## src/rtl/dda_trace_plotter_pkg.sv

```systemverilog
// Shared definitions for the DDA trace plotter.
// Holds the pixel codes used by the VGA colour decode, the plotter state
// encoding, the default screen geometry, bus widths and a column-wrap helper.
package dda_plot_pkg;

   localparam int SCREEN_W_DEF = 640;
   localparam int SCREEN_H_DEF = 480;

   localparam int COL_W    = 10;   // buffer column address width
   localparam int ROW_W    = 9;    // buffer row address width
   localparam int SAMPLE_W = 18;   // signed 2.16 displacement
   localparam int Y_W      = 11;   // signed row intermediate, wide enough to clamp
   localparam int DECIM_W  = 8;

   localparam logic [1:0] PIX_WHITE  = 2'b00;
   localparam logic [1:0] PIX_TRACE1 = 2'b01;
   localparam logic [1:0] PIX_TRACE2 = 2'b10;
   localparam logic [1:0] PIX_COINC  = 2'b11;

   typedef enum logic [2:0] {
      ST_CLEAR = 3'd0,
      ST_IDLE  = 3'd1,
      ST_ERASE = 3'd2,
      ST_PLOT1 = 3'd3,
      ST_PLOT2 = 3'd4
   } plot_state_e;

   typedef struct packed {
      logic [COL_W-1:0] x;
      logic [ROW_W-1:0] y;
      logic [1:0]       data;
      logic             en;
   } pix_wr_t;

   // Next column with wrap from the last column back to 0.
   function automatic logic [COL_W-1:0] col_next(input logic [COL_W-1:0] c,
                                                 input int              w);
      return (c == COL_W'(w - 1)) ? '0 : c + 1'b1;
   endfunction

endpackage

```

## src/rtl/dda_trace_plotter_if.sv

```systemverilog
// Sample and display-buffer bus of the DDA trace plotter.
//   sample_valid/sample_ready/x1/x2 : solver sample handshake
//   clear_req                       : single-cycle full-screen clear request
//   wr_x/wr_y/wr_data/wr_en         : display buffer port-a write
//   busy                            : plotter is not idle
// master = solver/driver side, slave = plotter side.
interface dda_trace_plotter_if;
   import dda_plot_pkg::*;

   logic                sample_valid;
   logic                sample_ready;
   logic [SAMPLE_W-1:0] x1;
   logic [SAMPLE_W-1:0] x2;
   logic                clear_req;
   logic [COL_W-1:0]    wr_x;
   logic [ROW_W-1:0]    wr_y;
   logic [1:0]          wr_data;
   logic                wr_en;
   logic                busy;

   modport master (
      output sample_valid, x1, x2, clear_req,
      input  sample_ready, wr_x, wr_y, wr_data, wr_en, busy
   );

   modport slave (
      input  sample_valid, x1, x2, clear_req,
      output sample_ready, wr_x, wr_y, wr_data, wr_en, busy
   );

endinterface

```

## src/rtl/dda_trace_plotter_y_map.sv

```systemverilog
// Displacement-to-row mapping for one trace (purely combinational).
//   x_i : signed 2.16 displacement
//   y_o : screen row, CENTER - (x_i >>> Y_SHIFT), clamped to [0, SCREEN_H-1]
module dda_y_map
   import dda_plot_pkg::*;
#(
   parameter int CENTER   = 120,
   parameter int Y_SHIFT  = 10,
   parameter int SCREEN_H = SCREEN_H_DEF
) (
   input  logic signed [SAMPLE_W-1:0] x_i,
   output logic        [ROW_W-1:0]    y_o
);

   localparam logic signed [Y_W-1:0] CTR  = Y_W'(CENTER);
   localparam logic signed [Y_W-1:0] YMAX = Y_W'(SCREEN_H - 1);

   logic signed [Y_W-1:0] s;
   logic signed [Y_W-1:0] y;

   always_comb begin
      // Upward displacement moves the trace towards row 0.
      s = Y_W'(x_i >>> Y_SHIFT);
      y = CTR - s;
      if (y < 0) begin
         y_o = '0;
      end else if (y > YMAX) begin
         y_o = YMAX[ROW_W-1:0];
      end else begin
         y_o = y[ROW_W-1:0];
      end
   end

endmodule

```

## src/rtl/dda_trace_plotter.sv

```systemverilog
// Strip-chart plotter for the DDA spring solver.
// Takes (x1, x2) samples over a valid/ready handshake and turns each plotted
// sample into display-buffer writes: erase the current column, plot trace 1
// (upper half) and trace 2 (lower half), then advance the column with wrap.
//   clk, reset : single clock, asynchronous active-high reset
//   bus        : sample handshake, clear request and buffer write port
//
// state | meaning
// CLEAR | write white to every pixel, x outer / y inner, then IDLE at column 0
// IDLE  | sample_ready high, waiting for a sample
// ERASE | write white down the current column, rows 0..SCREEN_H-1
// PLOT1 | write trace-1 pixel at (column, y1)
// PLOT2 | write trace-2 (or coincident) pixel at (column, y2), advance column
module dda_trace_plotter
   import dda_plot_pkg::*;
#(
   parameter int SCREEN_W  = SCREEN_W_DEF,
   parameter int SCREEN_H  = SCREEN_H_DEF,
   parameter int Y_SHIFT   = 10,
   parameter int Y1_CENTER = 120,
   parameter int Y2_CENTER = 360,
   parameter int DECIM     = 1
) (
   input  logic                 clk,
   input  logic                 reset,
   dda_trace_plotter_if.slave   bus
);

   localparam logic [COL_W-1:0]   COL_LAST   = COL_W'(SCREEN_W - 1);
   localparam logic [ROW_W-1:0]   ROW_LAST   = ROW_W'(SCREEN_H - 1);
   localparam logic [DECIM_W-1:0] DECIM_LAST = DECIM_W'(DECIM - 1);

   plot_state_e        state_q, state_d;
   logic [COL_W-1:0]   col_q, col_d;
   logic [ROW_W-1:0]   row_q, row_d;
   logic [DECIM_W-1:0] decim_q, decim_d;
   logic [ROW_W-1:0]   y1_q, y1_d;
   logic [ROW_W-1:0]   y2_q, y2_d;
   logic               fresh_q;
   pix_wr_t            wr_q, wr_d;
   logic               ready_q, ready_d;
   logic               busy_q, busy_d;

   logic [ROW_W-1:0]   y1_map;
   logic [ROW_W-1:0]   y2_map;
   logic               accept;

   dda_y_map #(
      .CENTER   (Y1_CENTER),
      .Y_SHIFT  (Y_SHIFT),
      .SCREEN_H (SCREEN_H)
   ) u_y1_map (
      .x_i (bus.x1),
      .y_o (y1_map)
   );

   dda_y_map #(
      .CENTER   (Y2_CENTER),
      .Y_SHIFT  (Y_SHIFT),
      .SCREEN_H (SCREEN_H)
   ) u_y2_map (
      .x_i (bus.x2),
      .y_o (y2_map)
   );

   assign accept = bus.sample_valid & ready_q;

   always_ff @(posedge clk or posedge reset) begin
      if (reset) begin
         state_q <= ST_CLEAR;
         col_q   <= '0;
         row_q   <= '0;
         decim_q <= '0;
         y1_q    <= '0;
         y2_q    <= '0;
         fresh_q <= 1'b1;
         wr_q    <= '0;
         ready_q <= 1'b0;
         busy_q  <= 1'b0;
      end else begin
         state_q <= state_d;
         col_q   <= col_d;
         row_q   <= row_d;
         decim_q <= decim_d;
         y1_q    <= y1_d;
         y2_q    <= y2_d;
         fresh_q <= 1'b0;
         wr_q    <= wr_d;
         ready_q <= ready_d;
         busy_q  <= busy_d;
      end
   end

   always_comb begin
      state_d = state_q;
      col_d   = col_q;
      row_d   = row_q;
      decim_d = decim_q;
      y1_d    = y1_q;
      y2_d    = y2_q;

      if (accept) begin
         y1_d = y1_map;
         y2_d = y2_map;
      end

      if (bus.clear_req && (state_q != ST_CLEAR)) begin
         state_d = ST_CLEAR;
         col_d   = '0;
         row_d   = '0;
         decim_d = '0;
      end else begin
         unique case (state_q)
            ST_CLEAR: begin
               // The first cycle out of reset issues pixel (0,0) without
               // advancing, since the write register is still zero then.
               if (!fresh_q) begin
                  if (row_q == ROW_LAST) begin
                     row_d = '0;
                     col_d = col_next(col_q, SCREEN_W);
                     if (col_q == COL_LAST) begin
                        state_d = ST_IDLE;
                     end
                  end else begin
                     row_d = row_q + 1'b1;
                  end
               end
            end
            ST_IDLE: begin
               if (accept) begin
                  if (decim_q == DECIM_LAST) begin
                     decim_d = '0;
                     row_d   = '0;
                     state_d = ST_ERASE;
                  end else begin
                     decim_d = decim_q + 1'b1;
                  end
               end
            end
            ST_ERASE: begin
               if (row_q == ROW_LAST) begin
                  state_d = ST_PLOT1;
               end else begin
                  row_d = row_q + 1'b1;
               end
            end
            ST_PLOT1: begin
               state_d = ST_PLOT2;
            end
            ST_PLOT2: begin
               state_d = ST_IDLE;
               col_d   = col_next(col_q, SCREEN_W);
            end
            default: begin
               state_d = ST_CLEAR;
               col_d   = '0;
               row_d   = '0;
            end
         endcase
      end
   end

   // Outputs are decoded from the next state so the registered write lines
   // up with the state that owns it (no extra cycle of latency).
   always_comb begin
      wr_d    = '0;
      ready_d = (state_d == ST_IDLE);
      busy_d  = (state_d != ST_IDLE);
      unique case (state_d)
         ST_CLEAR, ST_ERASE: begin
            wr_d.en   = 1'b1;
            wr_d.x    = col_d;
            wr_d.y    = row_d;
            wr_d.data = PIX_WHITE;
         end
         ST_PLOT1: begin
            wr_d.en   = 1'b1;
            wr_d.x    = col_d;
            wr_d.y    = y1_d;
            wr_d.data = PIX_TRACE1;
         end
         ST_PLOT2: begin
            wr_d.en   = 1'b1;
            wr_d.x    = col_d;
            wr_d.y    = y2_d;
            wr_d.data = (y2_d == y1_d) ? PIX_COINC : PIX_TRACE2;
         end
         default: begin
         end
      endcase
   end

   assign bus.sample_ready = ready_q;
   assign bus.busy         = busy_q;
   assign bus.wr_en        = wr_q.en;
   assign bus.wr_x         = wr_q.x;
   assign bus.wr_y         = wr_q.y;
   assign bus.wr_data      = wr_q.data;

endmodule
```

## src/flat_wrapper.sv

```systemverilog
// flat-port wrapper written by rule: the top's interface ports become plain ports
module dda_trace_plotter_flat import dda_plot_pkg::*;
#(
   parameter int SCREEN_W  = SCREEN_W_DEF,
   parameter int SCREEN_H  = SCREEN_H_DEF,
   parameter int Y_SHIFT   = 10,
   parameter int Y1_CENTER = 120,
   parameter int Y2_CENTER = 360,
   parameter int DECIM     = 1
)
  (clk, reset, bus_sample_valid, bus_x1, bus_x2, bus_clear_req, bus_sample_ready, bus_wr_x, bus_wr_y, bus_wr_data, bus_wr_en, bus_busy);
  dda_trace_plotter_if bus_i ();
  input  logic clk;
  input  logic reset;
  input wire logic [$bits(bus_i.sample_valid)-1:0] bus_sample_valid;
  input wire logic [$bits(bus_i.x1)-1:0] bus_x1;
  input wire logic [$bits(bus_i.x2)-1:0] bus_x2;
  input wire logic [$bits(bus_i.clear_req)-1:0] bus_clear_req;
  output wire logic [$bits(bus_i.sample_ready)-1:0] bus_sample_ready;
  output wire logic [$bits(bus_i.wr_x)-1:0] bus_wr_x;
  output wire logic [$bits(bus_i.wr_y)-1:0] bus_wr_y;
  output wire logic [$bits(bus_i.wr_data)-1:0] bus_wr_data;
  output wire logic [$bits(bus_i.wr_en)-1:0] bus_wr_en;
  output wire logic [$bits(bus_i.busy)-1:0] bus_busy;
  assign bus_i.sample_valid = bus_sample_valid;
  assign bus_i.x1 = bus_x1;
  assign bus_i.x2 = bus_x2;
  assign bus_i.clear_req = bus_clear_req;
  assign bus_sample_ready = bus_i.sample_ready;
  assign bus_wr_x = bus_i.wr_x;
  assign bus_wr_y = bus_i.wr_y;
  assign bus_wr_data = bus_i.wr_data;
  assign bus_wr_en = bus_i.wr_en;
  assign bus_busy = bus_i.busy;
  dda_trace_plotter #(.SCREEN_W(SCREEN_W), .SCREEN_H(SCREEN_H), .Y_SHIFT(Y_SHIFT), .Y1_CENTER(Y1_CENTER), .Y2_CENTER(Y2_CENTER), .DECIM(DECIM)) u_core (.clk(clk), .reset(reset), .bus(bus_i));
endmodule
```

## config.mk

```make
export PLATFORM = sky130hd
export DESIGN_NAME = dda_trace_plotter_flat
export DESIGN_NICKNAME = d
export VERILOG_FILES = /design/src/rtl/dda_trace_plotter_pkg.sv /design/src/rtl/dda_trace_plotter_if.sv /design/src/rtl/dda_trace_plotter_y_map.sv /design/src/rtl/dda_trace_plotter.sv /design/src/flat_wrapper.sv
export SDC_FILE = /design/constraint.sdc
export NUM_CORES = 1
export LEC_CHECK = 0
export ABC_AREA = 1
export CAP_MARGIN = 20
export CORE_ASPECT_RATIO = 1.2
export CORE_MARGIN = 2
export CORE_UTILIZATION = 48
export DETAILED_ROUTE_END_ITERATION = 8
export GPL_TIMING_DRIVEN = 1
export PLACE_DENSITY = 0.81
export SETUP_SLACK_MARGIN = 0.4
export SLEW_MARGIN = 25
export SYNTH_ARGS = -nofsm -noshare
export SYNTH_HDL_FRONTEND = slang
export SYNTH_HIERARCHICAL = 1
export SYNTH_SLANG_ARGS = --single-unit
```

## constraint.sdc

```tcl
create_clock -name clk -period 6.52 [get_ports clk]
set_input_delay 1.304 -clock clk [delete_from_list [all_inputs] [get_ports clk]]
set_output_delay 1.304 -clock clk [all_outputs]
set_load 0.01 [all_outputs]
```

# Word-level counts from Yosys, hierarchy flattened
# Cells that the tools add are included.
# Widths: inputs -> output; s select.
# totals
ff_bits	73
out_inout_bits	24
mem_bits_ro	0
ram_bits	0
elab_cells	78
in_bits	40
n_memories	0
latchBits	0
# classes
mul	0
div_mod_pow	0
shifts	0
bitwise	1
reduce_logical	11
muxes	32
order_cmp	4
eq_ne	12
n_addsub	5
# ops
op	count
$mux 9	12
$pmux 22 s3	1
$mux 10	4
$pmux 9 s4	1
$mux 8	4
$pmux 10 s3	1
$mux 3	7
$pmux 3 s5	1
$eq 3x2->1 const B	4
$gt 11x10->1 const B	1
$lt 11x1->1 const B	1
$sub 10x8->11 const A	1
$add 10x1->10 const B	1
$eq 10x10->1 const B	1
$gt 9x10->1 const B	1
$add 9x1->9 const B	1
$eq 9x9->1	1
$eq 9x9->1 const B	1
$lt 9x1->1 const B	1
$sub 8x8->9 const A	1
$add 8x1->8 const B	1
$logic_not 8->1	1
$eq 3x1->1 const B	2
$eq 3x3->1 const B	2
other kinds (10)	13

# Depth between registers and ports, before layout
# depth
word_depth	9
ltp_mapped	20
ltp_nobuf	20

# By module
# The synthesis kept the hierarchy.
# modules_own_cells
module	seq_area_each_um2	instances	cells_each	area_each_um2
dda_trace_plotter	1828.0	1	558	4145.2
dda_y_map at u_core.u_y2_map	0.0	1	56	289.0
dda_y_map at u_core.u_y1_map	0.0	1	53	236.5

# Worst setup path before layout
# Ideal clock, no wire load.
# synth_timing
path_type	input to register
startpoint	input bus_x2[11]
endpoint	register u_core.wr_q (netlist bit u_core/bus.wr_data[0])
setup_slack_ns	3.625
arrival_ns	2.830
stages	17
required_ns	6.455
path_buffers	0
cell_sequence	inv_1 > ha_1 > inv_1 > nor2_1 > nand3_1 > or2_1 > o21ai_2 > nand2_4 > nand2_1 > o21ai_0 > nand2_1 > nand2_1 > nor2_1 > nand3_1 > nor2_1 > nand3_1 > nand2_1
# synth_rtl
element	line	rtl
start: declaration	flat_wrapper.sv:17	input wire logic [$bits(bus_i.x2)-1:0] bus_x2;
end signal: assignment	dda_trace_plotter.sv:88	wr_q <= wr_d;
end: declaration	dda_trace_plotter.sv:40	pix_wr_t wr_q, wr_d;

==> impl_metrics.yaml <==
placed_design:
  hpwlAfterDp_um: 7402
  finalWeightedCongestion: 0.9186
  io_buffer_count: 43
  placed_area_um2: 5155
layout:
  multi_input_area_um2: 2273
  num_antenna_cells: 0
  seq_area_um2: 1828
  drive_above_1_share_pct: 11.33
  post-route-cell-area_um2: 5443
  final_nets: 758
  fillCellCount: 848
  area_growth_pct: 16.53
worst_setup_path:
  path_cells: "clkdlybuf4s50_1 > nand2_1 > inv_1 > nand3_1 > nand2_1 > nand3_4 > nand2_4 > nor2_4 > inv_1 > nand2_1 > inv_1"
  timing.rr.start: "u_core/bus.sample_ready"
  rr_worst_depth: 10
  worst_setup_path_start_kind: "primary input"
  cpPeakStageDelay_ps: 710
  endpoint_kind: "flop"
  r2r-end: "u_core/bus.wr_x[2]"
  crit_type: "in2reg"
  critical_path.startpoint: "bus_sample_valid"
  cp_top_family: "simple AND/OR/NAND/NOR gates"
  cp_slowest_cell: "nand2_1"
  r2r_setup_slack_ps: 3580
  crit_required_ps: 6750
  crit_arrival_ps: 4160
  cp_max_fo: 31
  cp_num_buf_inv: 4
clock_network:
  cts_resized: 0
  postCtsSetupBuffers: 0
  clk_pin_slew_ps: 60
  cts_tree: "built"
  clock_latency_ps: 340
  htree_num_levels: 3
  cts_root_buffer: "clkbuf_16"
  clockBufferDepth: 2
  cts_made_buffers: 9
  cts.sinks: 73
  hold_buffers: 0
yosys:
  synthCells: 667
  postSynthAreaPerCell_um2: 7.003
  ys_ff_latch: 73
  synth_largest_area_cell: "dfrtp_1"
  synthMostInstantiatedCell: "nand2_1"
  netlist_area_um2: 4671
  synth_fp_nets: 715
  ys_async_sr_fraction_pct: 100.0
  synth_common_cells: "nand2_1 (202), inv_1 (108), dfrtp_1 (72)"
  synth_edf_count: 0
  synthTopCellsByArea: "dfrtp_1 (39%), nand2_1 (16%), inv_1 (8.7%), nor2_1 (5.6%), nand3_1 (5.6%)"
  ys_warn_count: 6
  ys.flop_type: "dfrtp_1"
  yosysTopAreaCellShare_pct: 38.57
  ys_types: 43
  yosysSeqAreaShare_pct: 39.14
detailed_routing:
  vias: 4143
  drc_errors: 0
  first_iter_violations: 268
  vias_per_cell: 4.944
  firstDrtPassIters: 4
  drt_wl_total_um: 10130
  ant_nets: 0
  wire_per_inst_um: 12.08
global_route:
  grt.overflow.total: 0
  grt_usage_pct: 21.15
  grt_pass1_vias: 4102
  grt_pass1_wl_um: 17900
  antenna_found_initial: 0
  grt_max_degree: 74
floorplanning:
  coreArea_um2: 9515
  fp.dieW_um: 94.05
  die_y_um: 112.1
  ios: 64
  start_util_pct: 49.09
  die-area_um2: 10540
  rows: 39
worst_hold_path:
  hold_start: "u_core/y1_q[2]"
  hold_class: "reg2reg"
  min_path_cells: 2
  hold_path_end: "u_core/y1_q[2]"
power:
  ir_drop_mv: 0.1545
  leakagePower_nw: 2.971
  power_per_cell_area_nw_per_um2: 316.3
status:
  status: "completed"
timing:
  grt_setup_unrepaired: "no"
  min_period_ps: 3928
  skew_ps: 8.785
  fin_crit_sh_pct: 60.25
  clock.fmax_mhz: 254.6
  setup_viol: 0
  report.final.hold_viol_count: 0
  relSlewSlack_pct: 35.01
  fin_setup_tns_ps: 0
  tightestPinTransition_ps: 972.5
  drv_slew: 0
flow_run:
  max_cap_viol_count: 0
==> logic make-up (layout without fill, tap and decap cells) <==
group / count (synthesis) / after routing / synth area share (%)
other: 2 / 2 / 0.1608
xor gates and xnor gates: 6 / 6 / 1.125
AOI/OAI and AO/OA: 59 / 59 / 7.340
DFF: 73 / 73 / 39.14
and+or+nand+nor: 386 / 386 / 37.91
buffers and inverters: 133 / 181 / 12.19
adders and majority gates: 8 / 8 / 2.143
==> where the power goes <==
| group | internal, mW | switching (mW) | total, mW |
|---|---|---|---|
| logic | 0.221 | 0.389 | 0.610 |
| clock network | 0.294 | 0.183 | 0.476 |
| registers | 0.570 | 0.0653 | 0.635 |
| total | 1.08 | 0.636 | 1.72 |
==> worst reg2reg max path: stages (launching register included) <==
cell	delay (ps)
dfrtp_1	370
nand2_1	710
inv_1	480
nand3_1	210
nand2_1	160
nand3_4	250
nand2_4	90
nor2_4	320
inv_1	130
nand2_1	80
inv_1	30
==> sequential cells by signal, indices dropped and copies added, names as in the netlist <==
register / cells
u_core/bus.busy: 1
u_core/bus.sample_ready: 1
u_core/bus.wr_data: 2
u_core/bus.wr_en: 1
u_core/bus.wr_x: 10
u_core/bus.wr_y: 9
u_core/col_q: 10
u_core/decim_q: 8
u_core/fresh_q: 1
u_core/row_q: 9
u_core/state_q: 3
u_core/y1_q: 9
u_core/y2_q: 9
==> how the worst max path moves through the flow <==
stage | end | slack, ps | depth (start not counted)
after detailed placement | u_core/bus.wr_x[2] | 2240 | 11
after global placement | u_core/bus.wr_x[2] | 2350 | 11
after CTS | u_core/bus.wr_x[2] | 2600 | 11
after floorplan | u_core/bus.busy | 3360 | 1
after global routing | u_core/bus.wr_x[2] | 2310 | 11
final | u_core/bus.wr_x[2] | 2590 | 11
==> layer usage <==
layer  track usage [%]  up-vias  part of all wire, %
met3             4.631       29                  3.9
met5                 0        -                    0
met1             24.85     1887                   42
met2             36.48      106                   51
li1                  -     2121                    -
met4             9.855        0                  3.3
==> final cells by class <==
class | count | share of cell area (%)
multi-input cells | 461 | 41.77
flip-flops and latches | 73 | 33.59
inverters | 121 | 8.483
repair buffers | 44 | 8.046
clock buffers | 10 | 4.207
well taps | 123 | 2.828
clock inverters | 6 | 1.080
==> per-stage QoR <==
step                      cells  utilization [%]  setup slack, ps  hold WS (ps)  total power, mW
after floorplan             667                -             3364         481.5            1.070
after global placement      822            54.17             2346         502.5            1.215
after detailed placement    822            54.17             2240         508.4            1.236
after CTS                   838            57.20             2598         522.6            1.725
after global routing        838            57.20             2312         553.2            1.845
final                       838            57.20             2592         524.0            1.721
==> cells in the final DEF (no fill, tap or decap), drive strengths merged, types with 2 or more instances in the layout <==
master and instances:
nand4 9, nor3 5, xor2 4, a21oi 20, nand3 55, conb 2, xnor2 2, dfrtp 72
inv 119, clkbuf 10, o21bai 2, or2 2, clkdlybuf4s50 43, nand2 227, ha 8, clkinv 7
nor2 86, o21ai 34
No activity file was read; power rests on OpenSTA's default activity.
